$ cat src/rtl/lcd_bus_pkg.sv
// Shared definitions for the HD44780-style 4-bit LCD bus (controller and responder).
package lcd_bus_pkg;

  typedef enum logic [1:0] {
    ST_POWERUP = 2'd0,
    ST_HI      = 2'd1,
    ST_LO      = 2'd2
  } lcd_state_e;

  // Command class = index of the highest set bit of a command byte
  localparam logic [2:0] CMD_CLEAR    = 3'd0;
  localparam logic [2:0] CMD_HOME     = 3'd1;
  localparam logic [2:0] CMD_ENTRY    = 3'd2;
  localparam logic [2:0] CMD_DISPLAY  = 3'd3;
  localparam logic [2:0] CMD_SHIFT    = 3'd4;
  localparam logic [2:0] CMD_FUNCTION = 3'd5;
  localparam logic [2:0] CMD_CGRAM    = 3'd6;
  localparam logic [2:0] CMD_DDRAM    = 3'd7;

  // Command bit masks
  localparam logic [7:0] MASK_CLEAR    = 8'h01;
  localparam logic [7:0] MASK_ENTRY_ID = 8'h02;
  localparam logic [7:0] MASK_DDRAM    = 8'h80;
  localparam logic [7:0] MASK_DDRAM_AD = 8'h7F;

  // Power-up handshake nibbles
  localparam logic [3:0] INIT_NIBBLE  = 4'h3;
  localparam logic [3:0] MODE4_NIBBLE = 4'h2;

  // Highest set bit index; 0x00 maps to class 0
  function automatic logic [2:0] cmd_class(input logic [7:0] b);
    logic [2:0] c;
    c = '0;
    for (int unsigned i = 0; i < 8; i++) begin
      if (b[i]) c = 3'(i);
    end
    return c;
  endfunction

endpackage

$ cat src/rtl/lcd_edge_sampler.sv
// Registers the LCD bus inputs and produces E rise/fall pulses with the
// RS/RW/DB values that were present while E was high.
module lcd_edge_sampler (
  input  logic       clk_i,
  input  logic       rst_ni,
  input  logic       e_i,
  input  logic       rs_i,
  input  logic       rw_i,
  input  logic [3:0] data_i,
  output logic       rise_o,
  output logic       fall_o,
  output logic       rs_now_o,
  output logic       rw_now_o,
  output logic       rs_o,
  output logic       rw_o,
  output logic [3:0] data_o
);

  logic       e1_q, e2_q;
  logic       rs1_q, rw1_q;
  logic [3:0] d1_q;
  logic       rs_h_q, rw_h_q;
  logic [3:0] d_h_q;

  // First stage on all inputs, second stage on E only
  always_ff @(posedge clk_i or negedge rst_ni) begin
    if (!rst_ni) begin
      e1_q  <= 1'b0;
      e2_q  <= 1'b0;
      rs1_q <= 1'b0;
      rw1_q <= 1'b0;
      d1_q  <= '0;
    end else begin
      e1_q  <= e_i;
      e2_q  <= e1_q;
      rs1_q <= rs_i;
      rw1_q <= rw_i;
      d1_q  <= data_i;
    end
  end

  // Hold the first-stage bus copy while E is high so the falling-edge
  // strobe sees the values from the high phase, not the post-edge ones
  always_ff @(posedge clk_i or negedge rst_ni) begin
    if (!rst_ni) begin
      rs_h_q <= 1'b0;
      rw_h_q <= 1'b0;
      d_h_q  <= '0;
    end else if (e1_q) begin
      rs_h_q <= rs1_q;
      rw_h_q <= rw1_q;
      d_h_q  <= d1_q;
    end
  end

  assign rise_o   = e1_q & ~e2_q;
  assign fall_o   = ~e1_q & e2_q;
  assign rs_now_o = rs1_q;
  assign rw_now_o = rw1_q;
  assign rs_o     = rs_h_q;
  assign rw_o     = rw_h_q;
  assign data_o   = d_h_q;

endmodule

$ cat src/rtl/lcd_bus_responder.sv
// LCD-side responder for the 4-bit HD44780 bus: init handshake tracking,
// nibble-pair assembly, command decode, busy/address model and busy-flag reads.
module lcd_bus_responder
  import lcd_bus_pkg::*;
#(
  parameter int unsigned BUSY_CYCLES       = 2,
  parameter int unsigned CLEAR_BUSY_CYCLES = 82,
  parameter int unsigned MIN_INIT_NIBBLES  = 3
) (
  input  logic       Clock,
  input  logic       Reset,
  input  logic       iLCD_Enabled,
  input  logic       iLCD_RegisterSelect,
  input  logic       iLCD_ReadWrite,
  input  logic [3:0] iLCD_Data,
  output logic [7:0] oByte,
  output logic       oIsData,
  output logic [2:0] oCmdClass,
  output logic       oByteValid,
  output logic       oFourBitMode,
  output logic       oInitDone,
  output logic       oBusy,
  output logic [6:0] oAddress,
  output logic [3:0] oRead_Data,
  output logic       oRead_Drive,
  output logic       oProtocolError
);

  localparam int unsigned MAX_BUSY = (CLEAR_BUSY_CYCLES > BUSY_CYCLES) ? CLEAR_BUSY_CYCLES : BUSY_CYCLES;
  localparam int unsigned BW       = $clog2(MAX_BUSY + 1);
  localparam logic [BW-1:0] LOAD_NORMAL = BW'(BUSY_CYCLES);
  localparam logic [BW-1:0] LOAD_CLEAR  = BW'(CLEAR_BUSY_CYCLES);

  logic       rise, fall, rs_now, rw_now, rs_s, rw_s;
  logic [3:0] nib_s;

  lcd_edge_sampler u_sampler (
    .clk_i    (Clock),
    .rst_ni   (Reset),
    .e_i      (iLCD_Enabled),
    .rs_i     (iLCD_RegisterSelect),
    .rw_i     (iLCD_ReadWrite),
    .data_i   (iLCD_Data),
    .rise_o   (rise),
    .fall_o   (fall),
    .rs_now_o (rs_now),
    .rw_now_o (rw_now),
    .rs_o     (rs_s),
    .rw_o     (rw_s),
    .data_o   (nib_s)
  );

  lcd_state_e    state_q, state_d;
  logic [3:0]    hi_q, hi_d;
  logic          hi_rs_q, hi_rs_d;
  logic [7:0]    byte_q, byte_d;
  logic          is_data_q, is_data_d;
  logic [2:0]    class_q, class_d;
  logic          valid_q, valid_d;
  logic          four_q, four_d;
  logic          init_done_q, init_done_d;
  logic [BW-1:0] busy_q, busy_d;
  logic [6:0]    addr_q, addr_d;
  logic          id_q, id_d;
  logic [2:0]    init_cnt_q, init_cnt_d;
  logic [3:0]    rd_data_q, rd_data_d;
  logic          rd_drive_q, rd_drive_d;
  logic          err_q, err_d;
  logic          busy_now;
  logic [7:0]    new_byte;
  logic [2:0]    new_class;

  assign busy_now  = (busy_q != '0);
  assign new_byte  = {hi_q, nib_s};
  assign new_class = cmd_class(new_byte);

  // State and model register bank
  always_ff @(posedge Clock or negedge Reset) begin
    if (!Reset) begin
      state_q     <= ST_POWERUP;
      hi_q        <= '0;
      hi_rs_q     <= 1'b0;
      byte_q      <= '0;
      is_data_q   <= 1'b0;
      class_q     <= '0;
      valid_q     <= 1'b0;
      four_q      <= 1'b0;
      init_done_q <= 1'b0;
      busy_q      <= '0;
      addr_q      <= '0;
      id_q        <= 1'b1;
      init_cnt_q  <= '0;
      rd_data_q   <= '0;
      rd_drive_q  <= 1'b0;
      err_q       <= 1'b0;
    end else begin
      state_q     <= state_d;
      hi_q        <= hi_d;
      hi_rs_q     <= hi_rs_d;
      byte_q      <= byte_d;
      is_data_q   <= is_data_d;
      class_q     <= class_d;
      valid_q     <= valid_d;
      four_q      <= four_d;
      init_done_q <= init_done_d;
      busy_q      <= busy_d;
      addr_q      <= addr_d;
      id_q        <= id_d;
      init_cnt_q  <= init_cnt_d;
      rd_data_q   <= rd_data_d;
      rd_drive_q  <= rd_drive_d;
      err_q       <= err_d;
    end
  end

  // Next-state: handshake, nibble assembly, command side effects, reads
  always_comb begin
    state_d     = state_q;
    hi_d        = hi_q;
    hi_rs_d     = hi_rs_q;
    byte_d      = byte_q;
    is_data_d   = is_data_q;
    class_d     = class_q;
    valid_d     = 1'b0;
    four_d      = four_q;
    init_done_d = init_done_q;
    busy_d      = busy_now ? busy_q - 1'b1 : '0;
    addr_d      = addr_q;
    id_d        = id_q;
    init_cnt_d  = init_cnt_q;
    rd_data_d   = rd_data_q;
    rd_drive_d  = rd_drive_q;
    err_d       = 1'b0;

    if (rise && rw_now) begin
      rd_drive_d = 1'b1;
      if (rs_now)                rd_data_d = '0;
      else if (state_q == ST_LO) rd_data_d = addr_q[3:0];
      else                       rd_data_d = {busy_now, addr_q[6:4]};
    end

    if (fall) begin
      rd_drive_d = 1'b0;
      if (rw_s) begin
        // Reads only advance the nibble phase
        if (state_q == ST_POWERUP) err_d   = 1'b1;
        else if (state_q == ST_HI) state_d = ST_LO;
        else                       state_d = ST_HI;
      end else begin
        if (busy_now) err_d = 1'b1;
        unique case (state_q)
          ST_POWERUP: begin
            if (nib_s == INIT_NIBBLE) begin
              if (init_cnt_q != 3'd7) init_cnt_d = init_cnt_q + 3'd1;
              busy_d = LOAD_NORMAL;
            end else if (nib_s == MODE4_NIBBLE && 32'(init_cnt_q) >= MIN_INIT_NIBBLES) begin
              four_d  = 1'b1;
              state_d = ST_HI;
            end else begin
              err_d = 1'b1;
            end
          end
          ST_HI: begin
            hi_d    = nib_s;
            hi_rs_d = rs_s;
            state_d = ST_LO;
          end
          ST_LO: begin
            state_d = ST_HI;
            if (rs_s != hi_rs_q) begin
              err_d = 1'b1;
            end else begin
              byte_d    = new_byte;
              is_data_d = rs_s;
              valid_d   = 1'b1;
              busy_d    = LOAD_NORMAL;
              if (rs_s) begin
                class_d = CMD_CLEAR;
                addr_d  = id_q ? addr_q + 7'd1 : addr_q - 7'd1;
              end else begin
                class_d = new_class;
                unique case (new_class)
                  CMD_CLEAR: begin
                    if (new_byte == MASK_CLEAR) begin
                      addr_d      = '0;
                      busy_d      = LOAD_CLEAR;
                      init_done_d = 1'b1;
                    end else begin
                      err_d = 1'b1;
                    end
                  end
                  CMD_HOME: begin
                    addr_d = '0;
                    busy_d = LOAD_CLEAR;
                  end
                  CMD_ENTRY: id_d   = |(new_byte & MASK_ENTRY_ID);
                  CMD_DDRAM: addr_d = 7'(new_byte & MASK_DDRAM_AD);
                  CMD_DISPLAY, CMD_SHIFT, CMD_FUNCTION, CMD_CGRAM: ;
                  default: ;
                endcase
              end
            end
          end
          default: state_d = ST_POWERUP;
        endcase
      end
    end
  end

  assign oByte          = byte_q;
  assign oIsData        = is_data_q;
  assign oCmdClass      = class_q;
  assign oByteValid     = valid_q;
  assign oFourBitMode   = four_q;
  assign oInitDone      = init_done_q;
  assign oBusy          = busy_now;
  assign oAddress       = addr_q;
  assign oRead_Data     = rd_data_q;
  assign oRead_Drive    = rd_drive_q;
  assign oProtocolError = err_q;

endmodule

$ cat config.mk
export PLATFORM = sky130hd
export DESIGN_NAME = lcd_bus_responder
export DESIGN_NICKNAME = d
export VERILOG_FILES = /design/src/rtl/lcd_bus_pkg.sv /design/src/rtl/lcd_edge_sampler.sv /design/src/rtl/lcd_bus_responder.sv
export SDC_FILE = /design/constraint.sdc
export NUM_CORES = 1
export LEC_CHECK = 0
export ABC_CLOCK_PERIOD_IN_PS = 3400
export BUFFER_PORTS_ARGS = -buffer_cell sky130_fd_sc_hd__buf_2
export CAP_MARGIN = 20
export CORE_MARGIN = 1.5
export CORE_UTILIZATION = 60
export CTS_CLUSTER_DIAMETER = 30
export DETAILED_ROUTE_END_ITERATION = 8
export PLACE_DENSITY = 0.89
export SLEW_MARGIN = 20
export SYNTH_ARGS = -nofsm -noshare
export SYNTH_HDL_FRONTEND = slang
export SYNTH_SLANG_ARGS = --single-unit
$ cat constraint.sdc
create_clock -name Clock -period 3.4 [get_ports Clock]
set_input_delay 0.34 -clock Clock [delete_from_list [all_inputs] [get_ports Clock]]
set_output_delay 0.34 -clock Clock [all_outputs]
set_load 0.02 [all_outputs]
Word level (Yosys, flattened, before mapping)
Cells that the tools add are included.

storage, ports and cells
  bits in registers = 60
  bits of input ports = 9
  output and inout port bits = 29

cells by class
  add/subtract/negate cells = 4
  $lt $le $gt $ge = 1
  equal/unequal tests = 14
  multiplexer cells = 46
  bitwise gates (word level) = 8
  reductions and logical operators = 15

operators with widths
  operator                                             number
  two-way mux 7 bit                                    10
  one-hot mux 7 bit (2 select lines)                   2
  one-hot mux 7 bit (3 select lines)                   1
  two-way mux 1 bit                                    17
  two-way mux 3 bit                                    5
  two-way mux 2 bit                                    7
  subtractor 7 x 1 -> 7 bit, second input constant     2
  AND reduction 6 bit                                  2
  AND reduction 5 bit                                  2
  equality test 4 x 2 -> 1 bit, second input constant  2
  equality test 8 x 1 -> 1 bit, second input constant  1
  two-way mux 4 bit                                    2
  AND reduction 4 bit                                  2
  adder 7 x 1 -> 7 bit, second input constant          1
  AND reduction 7 bit                                  1
  nonzero test 7 bit                                   1
  NOT 1 bit                                            6
  one-hot mux 2 bit (3 select lines)                   1
  inequality test 2 bit, second input constant         2
  nonzero test 4 bit                                   1
  adder 3 x 1 -> 3 bit, second input constant          1
  equality test 3 x 1 -> 1 bit, second input constant  1
  equality test 3 x 2 -> 1 bit, second input constant  1
  equality test 3 bit, second input constant           1
  14 further kinds                                     16

Logic depth before layout (Yosys ltp)
  depth after elaboration = 14
  mapped depth = 9

Hierarchy
A second synthesis with hierarchy kept.

second synthesis, totals
  cell total of the unflattened synthesis = 278
  area, all modules = 2,902.8 um^2

modules (own cells, without submodules)
  module             times used  cells an instance  area an instance (um^2)  sequential area each (um^2)
  lcd_bus_responder  1           255                2,437.3                  1,152.4
  lcd_edge_sampler   1           23                 465.4                    350.3

Worst setup path after synthesis
Ideal clock, no wire load.

  path kind = register -> register
  from = register id_q
  to = register addr_q[6], in the netlist oAddress[6]
  arrival = 1.940 ns
  setup slack = 1.320 ns
  cell stages (with the launch flop) = 8
  clock period less this slack = 2.080 ns
  path through = dfstp_2 > inv_1 > ha_1 > a211oi_1 > or4b_1 > o2111ai_1 > mux2i_1 > a211oi_1

between the ends
  word-level cells in the longest chain between the ends = 2

ends and longest elaborated chain
  item                      line                      text
  start: declaration        lcd_bus_responder.sv:64   logic id_q, id_d;
  start signal: assignment  lcd_bus_responder.sv:108  id_q <= id_d;
  two-way mux 7 bit         lcd_bus_responder.sv:179  addr_d = id_q ? addr_q + 7'd1 : addr_q - 7'd1;
  two-way mux 7 bit         lcd_bus_responder.sv:177  if (rs_s) begin
  end signal: assignment    lcd_bus_responder.sv:107  addr_q <= addr_d;
  end: declaration          lcd_bus_responder.sv:63   logic [6:0] addr_q, addr_d;

Every way passes these cells.
A chain may end at the register's enable or synchronous reset.

Worst setup path in the final report
  from = register u_sampler.rs_h_q, in the netlist u_sampler.rs_o
  to = register addr_q[6], in the netlist oAddress[6]

between the ends
  word-level cells in the longest chain between the ends = 3
  elaborated cells between the ends (all ways) = 6
  those cells by class = 2 x eq/ne; 1 x mux; 1 x bitwise; 2 x reduce/logical

ends and longest elaborated chain
  item                                  line                      text
  start: declaration                    lcd_edge_sampler.sv:22    logic rs_h_q, rw_h_q;
  start signal: assignment              lcd_edge_sampler.sv:50    rs_h_q <= rs1_q;
  inequality test 1 bit                 lcd_bus_responder.sv:170  if (rs_s != hi_rs_q) begin
  NOT 1 bit (no source line)            -
  AND reduction 6 bit (no source line)  -

Parallel ways exist; a longest one is shown, timed or not.

==> flow_summary.json <==
{
  "ir_drop_mv": 0.451,
  "port_buffers": 37,
  "core_area_um2": 4720,
  "cp-end-kind": "register",
  "async_flop_share_pct": 100,
  "max_freq_mhz": 361,
  "ff2ff_setup_slack_ns": 0.63,
  "synth_area_per_cell_um2": 10.3,
  "viasPerCell": 5.56,
  "die_w_um": 73.0,
  "first_iter_violations": 143,
  "dr.pass1.iters": 4,
  "hpwlAfterDp_um": 4090,
  "instances_no_fill": 395,
  "status": "finished with violations",
  "place_congestion": 0.806,
  "slew_headroom_pct": 60.0,
  "cts_root_buf": "clkbuf_8",
  "rsz0062_at_grt": "false",
  "grt_pass1_vias": 2037,
  "vias": 2195,
  "postCtsHoldBufs": 0,
  "p_total_uw": 1740,
  "synthFlopType": "dfrtp_1",
  "antenna_found_initial": 0,
  "synth_seq_cells": 60,
  "finalCritPeriodShare_pct": 81.5,
  "netlist_instances": 286,
  "insertedDiodeCount": 0,
  "start_util_pct": 62.2,
  "pin_count": 38,
  "grt-ovfl-total": 0,
  "yosysWarnings": 0,
  "grt_pass1_wl_um": 9710,
  "synth_edf_count": 0,
  "wl_per_cell_um": 14.7,
  "layout_common_cells": "59 x dfrtp_1, 45 x nand2_1, 36 x buf_2",
  "clk_latency_ns": 0.35,
  "drc_errors": 0,
  "worst_ep_arrival_time_ns": 3.01,
  "reg2reg_from": "u_sampler.rs_o$_DFFE_PN0P_",
  "fp-row-count": 25,
  "layout_commonest_cell": "dfrtp_1",
  "placed_area_um2": 3160,
  "cts-buffers-inserted": 9,
  "syn_area_um2": 2940,
  "cellPowerDensity_nw_per_um2": 519,
  "finalClockSkew_ns": 0.0120,
  "seqCellArea_um2": 1500,
  "grt_usage_pct": 24.7,
  "htreeDepth": 3,
  "grt_max_degree": 49,
  "cts.clk_slew.worst_paths_ns": 0.07,
  "start_kind": "register",
  "crit_required_ns": 3.64,
  "drive_gt1_share_pct": 22.0,
  "dp.cells": 380,
  "holdWs_ns": -0.00227,
  "dieArea_um2": 5330,
  "area_growth_pct": 14.2,
  "final-setup-viol-count": 0,
  "cts_setup_buffers": 0,
  "finalMaxSlewViolations": 0,
  "layout.nets": 344,
  "postLayoutCellArea_um2": 3360,
  "p_leak_uw": 0.00164,
  "maxCapViolations": 0,
  "cts_tree": "done",
  "wirelength_um": 5820,
  "r2r_cells": 7,
  "holdCritPathClass": "in2async",
  "cts_sinks": 60,
  "clockBufferDepth": 2,
  "violations": "hold timing",
  "die_h_um": 73.0,
  "finalSetupTns_ns": 0,
  "ant_nets": 0,
  "yosysSeqAreaShare_pct": 51.1,
  "fillers": 354,
  "multiInputGateArea_um2": 1340,
  "min_period_ns": 2.77,
  "tightestPinTransition_ns": 0.599,
  "critPathKind": "reg2reg",
  "hold_violations": 1,
  "synthDistinctLibCells": 50,
  "synth_nets": 306,
  "cts-resized-gates": 0,
  "crit_fanout": 17,
  "reg2reg_to": "oAddress[6]$_DFFE_PN0P_"
}
-- report_power, final --
part | internal, uW | switching [uW] | total (uW)
logic | 119 | 146 | 265
clock network | 353 | 271 | 624
registers | 780 | 72.0 | 852
-- state kept, by name, indices dropped and copies added (netlist names), 2 cells and up --
| signal | cells |
|---|---|
| hi_q | 4 |
| init_cnt_q | 3 |
| busy_q | 7 |
| oCmdClass | 3 |
| u_sampler.d1_q | 4 |
| oAddress | 7 |
| u_sampler.data_o | 4 |
| oRead_Data | 4 |
| state_q | 2 |
| oByte | 8 |
-- critical path, stage by stage (launching register included) --
cell and delay [ns]:
dfrtp_1 0.60, inv_1 0.27, ha_1 0.41, nor2_1 0.15, nand3_2 0.30, a221oi_4 0.59, nor2_1 0.09, a211oi_1 0.25
-- metrics by stage --
step	setup WS, ns	util (%)
after global placement	0.865	66.9
final	0.630	71.0
after detailed placement	0.672	66.9
after floorplan	1.32	-
after CTS	0.638	71.0
after global routing	0.389	71.0
-- logic make-up (layout without fill, tap and decap cells) --
family                   count (synthesis)  count (layout)  synth area share, %
multiplexers                            15              15                 5.54
buffers and inverters                   22              64                 3.19
XOR/XNOR                                 7               7                 2.09
AND/OR/NAND/NOR                        110             110                 19.5
adder cells (fa/ha/maj)                 11              11                 4.94
flip-flops                              60              60                 51.2
AO/OA/AOI/OAI                           61              61                 13.6
-- Yosys cell counts, types with 4 or more instances --
cell type  number  share of area [%]
a211oi_1        6                1.5
a21oi_1        14                2.4
a31oi_1         4               0.85
clkbuf_1        6               0.77
dfrtp_1        59                 50
ha_1           10                4.3
inv_1          11                1.4
mux2_2         10                3.8
mux2i_1         5                1.7
nand2_1        45                5.7
nand2b_1        5                1.1
nor2_1         21                2.7
nor2b_1         4               0.85
nor3_1          6                1.0
nor3b_1         4                1.0
o21ai_0        18                3.1
o31ai_1         4                1.0
xnor2_1         5                1.5
-- layout make-up --
class                   instances  area share (%)
repair buffers                 38            5.82
clock inverters                 4            1.49
multi-input cells             204            40.0
flip-flops and latches         60            44.8
well taps                      67            2.50
clock buffers                  11            4.21
inverters                      11            1.23
-- how the worst max path moves through the flow --
stage | startpoint | endpoint | cells past startpoint | slack [ns]
6_report | u_sampler.rs_o$_DFFE_PN0P_ | oAddress[6]$_DFFE_PN0P_ | 7 | 0.63
5_1_grt | u_sampler.rs_o$_DFFE_PN0P_ | oAddress[6]$_DFFE_PN0P_ | 7 | 0.39
4_1_cts | u_sampler.rs_o$_DFFE_PN0P_ | oAddress[6]$_DFFE_PN0P_ | 7 | 0.64
3_5_place_dp | u_sampler.rs_o$_DFFE_PN0P_ | oAddress[6]$_DFFE_PN0P_ | 7 | 0.67
3_3_place_gp | u_sampler.rs_o$_DFFE_PN0P_ | oAddress[6]$_DFFE_PN0P_ | 7 | 0.87
2_1_floorplan | id_q$_DFFE_PN1P_ | oAddress[6]$_DFFE_PN0P_ | 7 | 1.32
-- metal layers --
layer / global-route usage [%] / wire, um / vias to the layer above
li1: - / - / 1082
met1: 33.9 / 2640 / 1051
met2: 37.2 / 2770 / 56
met3: 8.98 / 334 / 6
met4: 7.13 / 75 / 0
met5: 0 / 0 / -
(Power assumes the default switching activity.)
